### src/rtl/count_capture.sv
// Event recorder for an upstream 8-bit counter: overflow pulses and capture strobes
// become tagged records queued in a small FIFO, with a saturating count of lost records.
module count_capture #(
  parameter int DEPTH = 4,
  parameter int DW    = 16
) (
  input  logic                     clk,
  input  logic                     reset_n,
  input  logic [7:0]               count,
  input  logic                     overflow,
  input  logic                     capture,
  output logic                     out_valid,
  input  logic                     out_ready,
  output logic [DW-1:0]            out_data,
  output logic [$clog2(DEPTH):0]   level,
  output logic [7:0]               drops
);

  localparam int AW = $clog2(DEPTH);
  localparam logic [AW:0] FULL_LVL = (AW+1)'(DEPTH);

  logic [DW-1:0] mem [DEPTH];
  logic [AW-1:0] wr_ptr;
  logic [AW-1:0] rd_ptr;
  logic [5:0]    wrap_cnt;
  logic [5:0]    wrap_next;
  logic          evt;
  logic          full;
  logic          pop;
  logic          push;
  logic [DW-1:0] record;
  logic [AW:0]   level_next;

  assign evt       = overflow | capture;
  assign wrap_next = wrap_cnt + {5'd0, overflow};
  assign record    = {overflow, capture, wrap_next, count};
  assign full      = (level == FULL_LVL);
  assign pop       = out_valid & out_ready;
  // A pop in the same cycle frees the slot, so a full FIFO still accepts the event.
  assign push      = evt & (~full | pop);

  always_comb begin
    level_next = level;
    case ({push, pop})
      2'b10:   level_next = level + (AW+1)'(1);
      2'b01:   level_next = level - (AW+1)'(1);
      default: level_next = level;
    endcase
  end

  always_ff @(posedge clk or negedge reset_n) begin
    if (!reset_n) begin
      wr_ptr    <= '0;
      rd_ptr    <= '0;
      wrap_cnt  <= '0;
      level     <= '0;
      out_valid <= 1'b0;
      drops     <= '0;
    end else begin
      wrap_cnt  <= wrap_next;
      level     <= level_next;
      out_valid <= (level_next != '0);
      if (push) wr_ptr <= wr_ptr + AW'(1);
      if (pop)  rd_ptr <= rd_ptr + AW'(1);
      if (evt && !push && drops != 8'hff) drops <= drops + 8'd1;
    end
  end

  // Storage is deliberately left out of reset; out_valid guards its contents.
  always_ff @(posedge clk) begin
    if (push) mem[wr_ptr] <= record;
  end

  assign out_data = mem[rd_ptr];

endmodule

### config.mk
export PLATFORM = sky130hd
export DESIGN_NAME = count_capture
export DESIGN_NICKNAME = d
export VERILOG_FILES = /design/src/rtl/count_capture.sv
export SDC_FILE = /design/constraint.sdc
export NUM_CORES = 1
export LEC_CHECK = 0
export CAP_MARGIN = 40
export CORE_MARGIN = 3
export CORE_UTILIZATION = 50
export CTS_CLUSTER_SIZE = 16
export DETAILED_ROUTE_END_ITERATION = 10
export PLACE_DENSITY_LB_ADDON = 0.12
export SYNTH_ARGS = -nofsm -noshare
export SYNTH_HDL_FRONTEND = slang
export SYNTH_SLANG_ARGS = --single-unit
### constraint.sdc
create_clock -name clk -period 3.71 [get_ports clk]
set_input_delay 0.5565 -clock clk [delete_from_list [all_inputs] [get_ports clk]]
set_output_delay 0.5565 -clock clk [all_outputs]
set_load 0.05 [all_outputs]
==> summary.txt, run 1 <==
Run status
  • Status: completed

Clock tree
  • CTS tree: done
  • Clock latency on the worst-skew pair: 330 ps
  • Clock Tree Buf Depth: 2
  • Postcts setup bufs: 0
  • # resized after CTS: 0
  • H-tree lvl count: 3
  • CTS Root Cell: clkbuf_8
  • Reg clk slew, reported paths: 70 ps
  • Hold Buf Count CTS: 0
  • Num CTS Buffers: 9
  • Num Clock Sinks: 86

Synth
  • Register bit count reported by yosys: 86
  • Mapped Nets: 192
  • Yosys warnings: 0
  • Post-Syn Instances: 170
  • Synthesized area per cell: 19.9 sq um
  • Seq/Total Area, Yosys: 73.2%
  • Largest area contributor in the netlist: edfxtp_1
  • Cell Area, Synth: 3380 sq um
  • Synth area leaders: edfxtp_1, dfrtp_1, mux4_2
  • Synth top area share: a little under three fifths
  • Post-synth cell types: 30

Global routing
  • Initial antenna violation count: 0
  • Vias in the first global route: 1,798
  • First-pass GRT wire length: slightly above 9000 um
  • All-Layer GR Usage: between 10% and 20%
  • Grt ovf: 0
  • Largest net degree at the start of global routing: 20

Die
  • DIE AREA: 7780 sq um
  • IO Count: 41
  • Die width: roughly 88 um
  • # rows: 29
  • Initial Util: 52.3%
  • DIE HEIGHT: 88.2 um
  • Core Footprint: 6460 sq um

Finish
  • Ant diodes: 0
  • Fillers: 466
  • Final Cell Area: 4040 sq um
  • Nets@finish: between 200 and 250
  • Final Util: roughly 62%
  • Most frequent cells in the layout: edfxtp_1, clkdlybuf4s50_1, dfrtp_1, mux4_2
  • Layout cells sized above 1: 16.1%
  • Area Growth Syn to Fin: 19.4%
  • Commonest non-fill, non-tap cell in the layout: edfxtp_1

STA
  • Worst hold margin: 444 ps
  • Endpoints failing hold: 0
  • Final Max Tran Viols: 0
  • Clk_skew: 8.39 ps
  • Endpoints failing setup: 0
  • Final setup TNS: 0 ps
  • Fmax: about 0.32 GHz
  • Relative slew slack: about 43%
  • Tmin final: 3160 ps
  • Slew @ Worst Pin: 860 ps
  • RSZ-0062 raised after global routing: false
  • Tcrit/Tclk final: 85.1%

Drt
  • DRT iter0 DRCs: 80
  • WL final: ~5500 um
  • Final ANT Viol Nets: 0
  • Vias per cell: 5.47
  • Drt first pass iters: 4
  • # DRC: 0
  • Routed len/inst: 18.1 um
  • Routed vias: 1,647

Placement
  • RD Place Congestion: 0.767
  • Port bufs: 40
  • Area post-placement: 3880 sq um
  • Dpl hpwl: 3640 um

Critical path
  • CP max FO: 10
  • Arrival @ worst endpoint: 2600 ps
  • Setup crit start kind: flip-flop
  • CP Data Required Time: 3150 ps
  • WS Path Type: reg2out
  • Critical Path End Type: primary output

Worst hold path
  • Min-Delay Path Class: in2async

Flow run
  • Max-Cap Viols: 0
-- per-layer routing --
metal | track usage, % | vias to the layer above | part of all wire [%]
li1 | - | 752 | -
met1 | 20.1 | 843 | 42
met2 | 27.7 | 46 | 53
met3 | 2.98 | 6 | 4.0
met4 | 6.59 | 0 | 1.4
met5 | 0 | - | 0
-- through the flow --
| stage | cells | worst slack [ps] |
|---|---|---|
| 6_report | 301 | 552 |
| 5_1_grt | 301 | 361 |
| 4_1_cts | 301 | 490 |
| 3_5_place_dp | 285 | 467 |
| 3_3_place_gp | 284 | 648 |
| 2_1_floorplan | 170 | 1080 |
-- logic make-up (layout without fill, tap and decap cells) --
kind of cell | Yosys count | in the layout | share of synthesized area (%)
AOI/OAI and AO/OA | 3 | 3 | 0.888
DFF | 86 | 86 | 73.2
and+or+nand+nor | 30 | 30 | 5.55
muxes | 20 | 20 | 12.0
adders and majority gates | 9 | 9 | 3.55
buffers and inverters | 7 | 61 | 0.963
xor gates and xnor gates | 15 | 15 | 3.89
-- critical path, stage by stage, from the launching register on --
cell             delay [ps]
dfrtp_1                 670
buf_4                   330
mux4_2                  550
clkdlybuf4s50_1         720
-- synthesized netlist by cell type --
cell type,count
edfxtp_1,64
and3_1,1
buf_4,1
ha_1,8
or3_1,1
fa_1,1
nand2_1,5
dfrtp_1,22
xnor2_1,6
clkbuf_1,1
buf_2,2
mux2_2,1
nor4b_2,1
nand3b_4,1
inv_1,3
nor3b_1,1
o21ai_0,1
a21oi_1,1
nor2_2,1
nor4_2,1
xor2_1,9
mux2_1,3
and2_1,5
nand4_1,1
nor2_1,3
nand2b_1,1
nor3_1,3
mux4_2,16
a211oi_4,1
nand3_1,5
-- flip-flops by register name (all words and copies together), names as in the netlist --
signal / count
mem: 64
out_valid: 1
rd_ptr: 2
drops: 8
level: 3
wrap_cnt: 6
wr_ptr: 2
-- worst paths after layout --
kind	start	endpoint	slack, ps	depth (start not counted)
setup / recovery	rd_ptr[0]$_DFFE_PN0P_	out_data[15]	550	3
hold / removal	reset_n	drops[1]$_DFFE_PN0P_	440	1
min in group clk	wrap_cnt[5]$_DFF_PN0_	wrap_cnt[5]$_DFF_PN0_	540	1
max in group asynchronous	reset_n	wrap_cnt[5]$_DFF_PN0_	2860	2
hold reg to reg	wrap_cnt[5]$_DFF_PN0_	wrap_cnt[5]$_DFF_PN0_	540	1
setup reg to reg	level[0]$_DFF_PN0_	out_valid$_DFF_PN0_	1160	9
-- cell type report --
| type | instances | area, sq um | share of cell area (%) |
|---|---|---|---|
| clock buffers | 11 | 131 | 3.26 |
| repair buffers | 42 | 423 | 10.5 |
| well taps | 77 | 96.3 | 2.39 |
| inverters | 3 | 11.3 | 0.279 |
| clock inverters | 5 | 26.3 | 0.651 |
| multi-input cells | 77 | 875 | 21.7 |
| flip-flops and latches | 86 | 2470 | 61.3 |
Power of run 1 is left out: the tool's default activity adds up to more than one toggle a clock period on the data nets, which glitch-free logic cannot reach.
==> run 2: changes to the inputs <==
--- a/config.mk
+++ b/config.mk
@@ -8,9 +8,11 @@
 export CAP_MARGIN = 40
 export CORE_MARGIN = 3
 export CORE_UTILIZATION = 50
+export CTS_CLUSTER_DIAMETER = 80
 export CTS_CLUSTER_SIZE = 16
 export DETAILED_ROUTE_END_ITERATION = 10
 export PLACE_DENSITY_LB_ADDON = 0.12
 export SYNTH_ARGS = -nofsm -noshare
 export SYNTH_HDL_FRONTEND = slang
 export SYNTH_SLANG_ARGS = --single-unit
+export TNS_END_PERCENT = 1
==> results of run 2 <==
Same layout as run 1: the final DEF is identical, and so are final timing and power.
Power of run 2 is left out for the same reason.
==> run 3: changes to the inputs <==
--- a/config.mk
+++ b/config.mk
@@ -11,7 +11,8 @@
 export CTS_CLUSTER_DIAMETER = 80
 export CTS_CLUSTER_SIZE = 16
 export DETAILED_ROUTE_END_ITERATION = 10
-export PLACE_DENSITY_LB_ADDON = 0.12
+export PLACE_DENSITY = 0.7
+export RECOVER_POWER = 50
 export SYNTH_ARGS = -nofsm -noshare
 export SYNTH_HDL_FRONTEND = slang
 export SYNTH_SLANG_ARGS = --single-unit
==> run 3 against run 2 <==
Effect of this change:
- hold slack improved by 46 ps
- non-clock buffer count is 1 higher
- register-to-register slack got worse by 160 ps
- die area stayed put
- sequential share of layout area is 0.13 points higher
- via count down 1.3%
- critical path type is now in2reg
==> summary.txt, run 3 (synthesis results as in run 1) <==
Finish
  • Ant diodes: 0
  • Commonest non-fill, non-tap cell in the layout: edfxtp_1
  • Fillers: 469
  • Non-filler instance count after layout: 302
  • Number of flip-flops in the largest register: between 60 and 70
  • Most frequent cells in the layout: edfxtp_1, clkdlybuf4s50_1, dfrtp_1, mux4_2, dlygate4sd3_1
  • Multi-input logic area: about 850 sq um
  • Area Growth Syn to Fin: 19.1%
  • Most flops, register: mem
  • Layout cells sized above 1: 15.1%
  • Register area: about 2500 sq um
  • Top Registers: mem: 64 flops, drops: 8 flops, wrap_cnt: 6 flops
  • Final Util: 62.3%
  • Nets@finish: roughly 240

Critical path
  • WS Path Type: in2reg
  • Setup crit start kind: primary input
  • Arrival @ worst endpoint: between 3000 and 4000 ps
  • Critical Path End Type: flip-flop
  • CP max FO: 8
  • CP Data Required Time: 3920 ps

STA
  • Relative slew slack: 31.5%
  • Clk_skew: 6.49 ps
  • Tcrit/Tclk final: around four fifths
  • Final Max Tran Viols: 0
  • RSZ-0062 raised after global routing: false
  • Final setup TNS: 0 ps
  • Endpoints failing hold: 0
  • Slew @ Worst Pin: 1030 ps
  • Tmin final: just over 3000 ps
  • Endpoints failing setup: 0
  • Fmax: 0.330 GHz

Clock tree
  • Hold Buf Count CTS: 0
  • Reg clk slew, reported paths: 80 ps
  • # resized after CTS: 0
  • CTS Root Cell: clkbuf_8
  • Postcts setup bufs: 0
  • CTS tree: done
  • Num CTS Buffers: 9
  • Clock Tree Buf Depth: 2
  • Num Clock Sinks: 86
  • H-tree lvl count: 3
  • Clock latency on the worst-skew pair: 330 ps

Drt
  • DRT iter0 DRCs: 98
  • # DRC: 0
  • Drt first pass iters: 4
  • WL met3: between 150 and 200 um
  • WL final: 5420 um
  • Routed met2 length: between 2000 and 3000 um
  • Routed len/inst: 18.0 um
  • M1 WL: 2410 um
  • Final ANT Viol Nets: 0
  • Routed vias: ~1,600
  • Vias per cell: 5.38
  • Uppermost routed layer: met4

Die
  • Core Footprint: 6460 sq um
  • Initial Util: 52.3%
  • DIE HEIGHT: 88.2 um
  • IO Count: 41
  • # rows: 29
  • Die width: roughly 88 um
  • DIE AREA: 7780 sq um

Worst hold path
  • Min-Delay Path Class: in2async

Run status
  • Status: completed

Global routing
  • Vias in the first global route: 1,748
  • Grt ovf: 0
  • First-pass GRT wire length: 8770 um
  • Largest net degree at the start of global routing: 20
  • Initial antenna violation count: 0
  • All-Layer GR Usage: 15.6%

Placement
  • Dpl cells: about 290
  • Port bufs: 40
  • RD Place Congestion: 0.827
  • Dpl hpwl: 3510 um

Flow run
  • Max-Cap Viols: 0
-- run 3: stage by stage --
step           hold WS [ps]  worst slack [ps]  area [sq um]
2_1_floorplan           261              1080          3380
3_3_place_gp            503               645          3870
3_5_place_dp            513               518          3890
4_1_cts                 423               712          4050
5_1_grt                 477               519          4030
6_report                490               683          4030
-- run 3: worst paths after layout --
kind / from / end / slack (ps) / cells past startpoint
worst max-delay path: out_ready / out_valid$_DFF_PN0_ / 680 / 8
worst min-delay path: reset_n / drops[1]$_DFFE_PN0P_ / 490 / 1
worst max register to register: level[1]$_DFF_PN0_ / out_valid$_DFF_PN0_ / 1000 / 7
worst min register to register: wrap_cnt[5]$_DFF_PN0_ / wrap_cnt[5]$_DFF_PN0_ / 530 / 1
max in group asynchronous: reset_n / wr_ptr[0]$_DFFE_PN0P_ / 2040 / 2
min in group clk: wrap_cnt[5]$_DFF_PN0_ / wrap_cnt[5]$_DFF_PN0_ / 530 / 1
-- run 3: area by class of cell --
type	instances	share of cell area, %
multi-input cells	77	21.1
clock buffers	11	3.26
well taps	77	2.39
inverters	3	0.280
repair buffers	43	10.9
clock inverters	5	0.653
flip-flops and latches	86	61.4
-- run 3: metal layers --
| layer | vias up | GRT usage, % |
|---|---|---|
| li1 | 752 | - |
| met1 | 826 | 20.6 |
| met2 | 38 | 24.3 |
| met3 | 9 | 3.35 |
| met4 | 0 | 8.65 |
| met5 | - | 0 |
-- run 3: critical path, stage by stage --
cell           delay (ps)
dlygate4sd3_1         550
a211oi_1              470
a21oi_1               290
inv_1                 120
ha_1                  210
fa_1                  420
mux2_2                280
or3_1                 350
Power of run 3 is left out for the same reason.
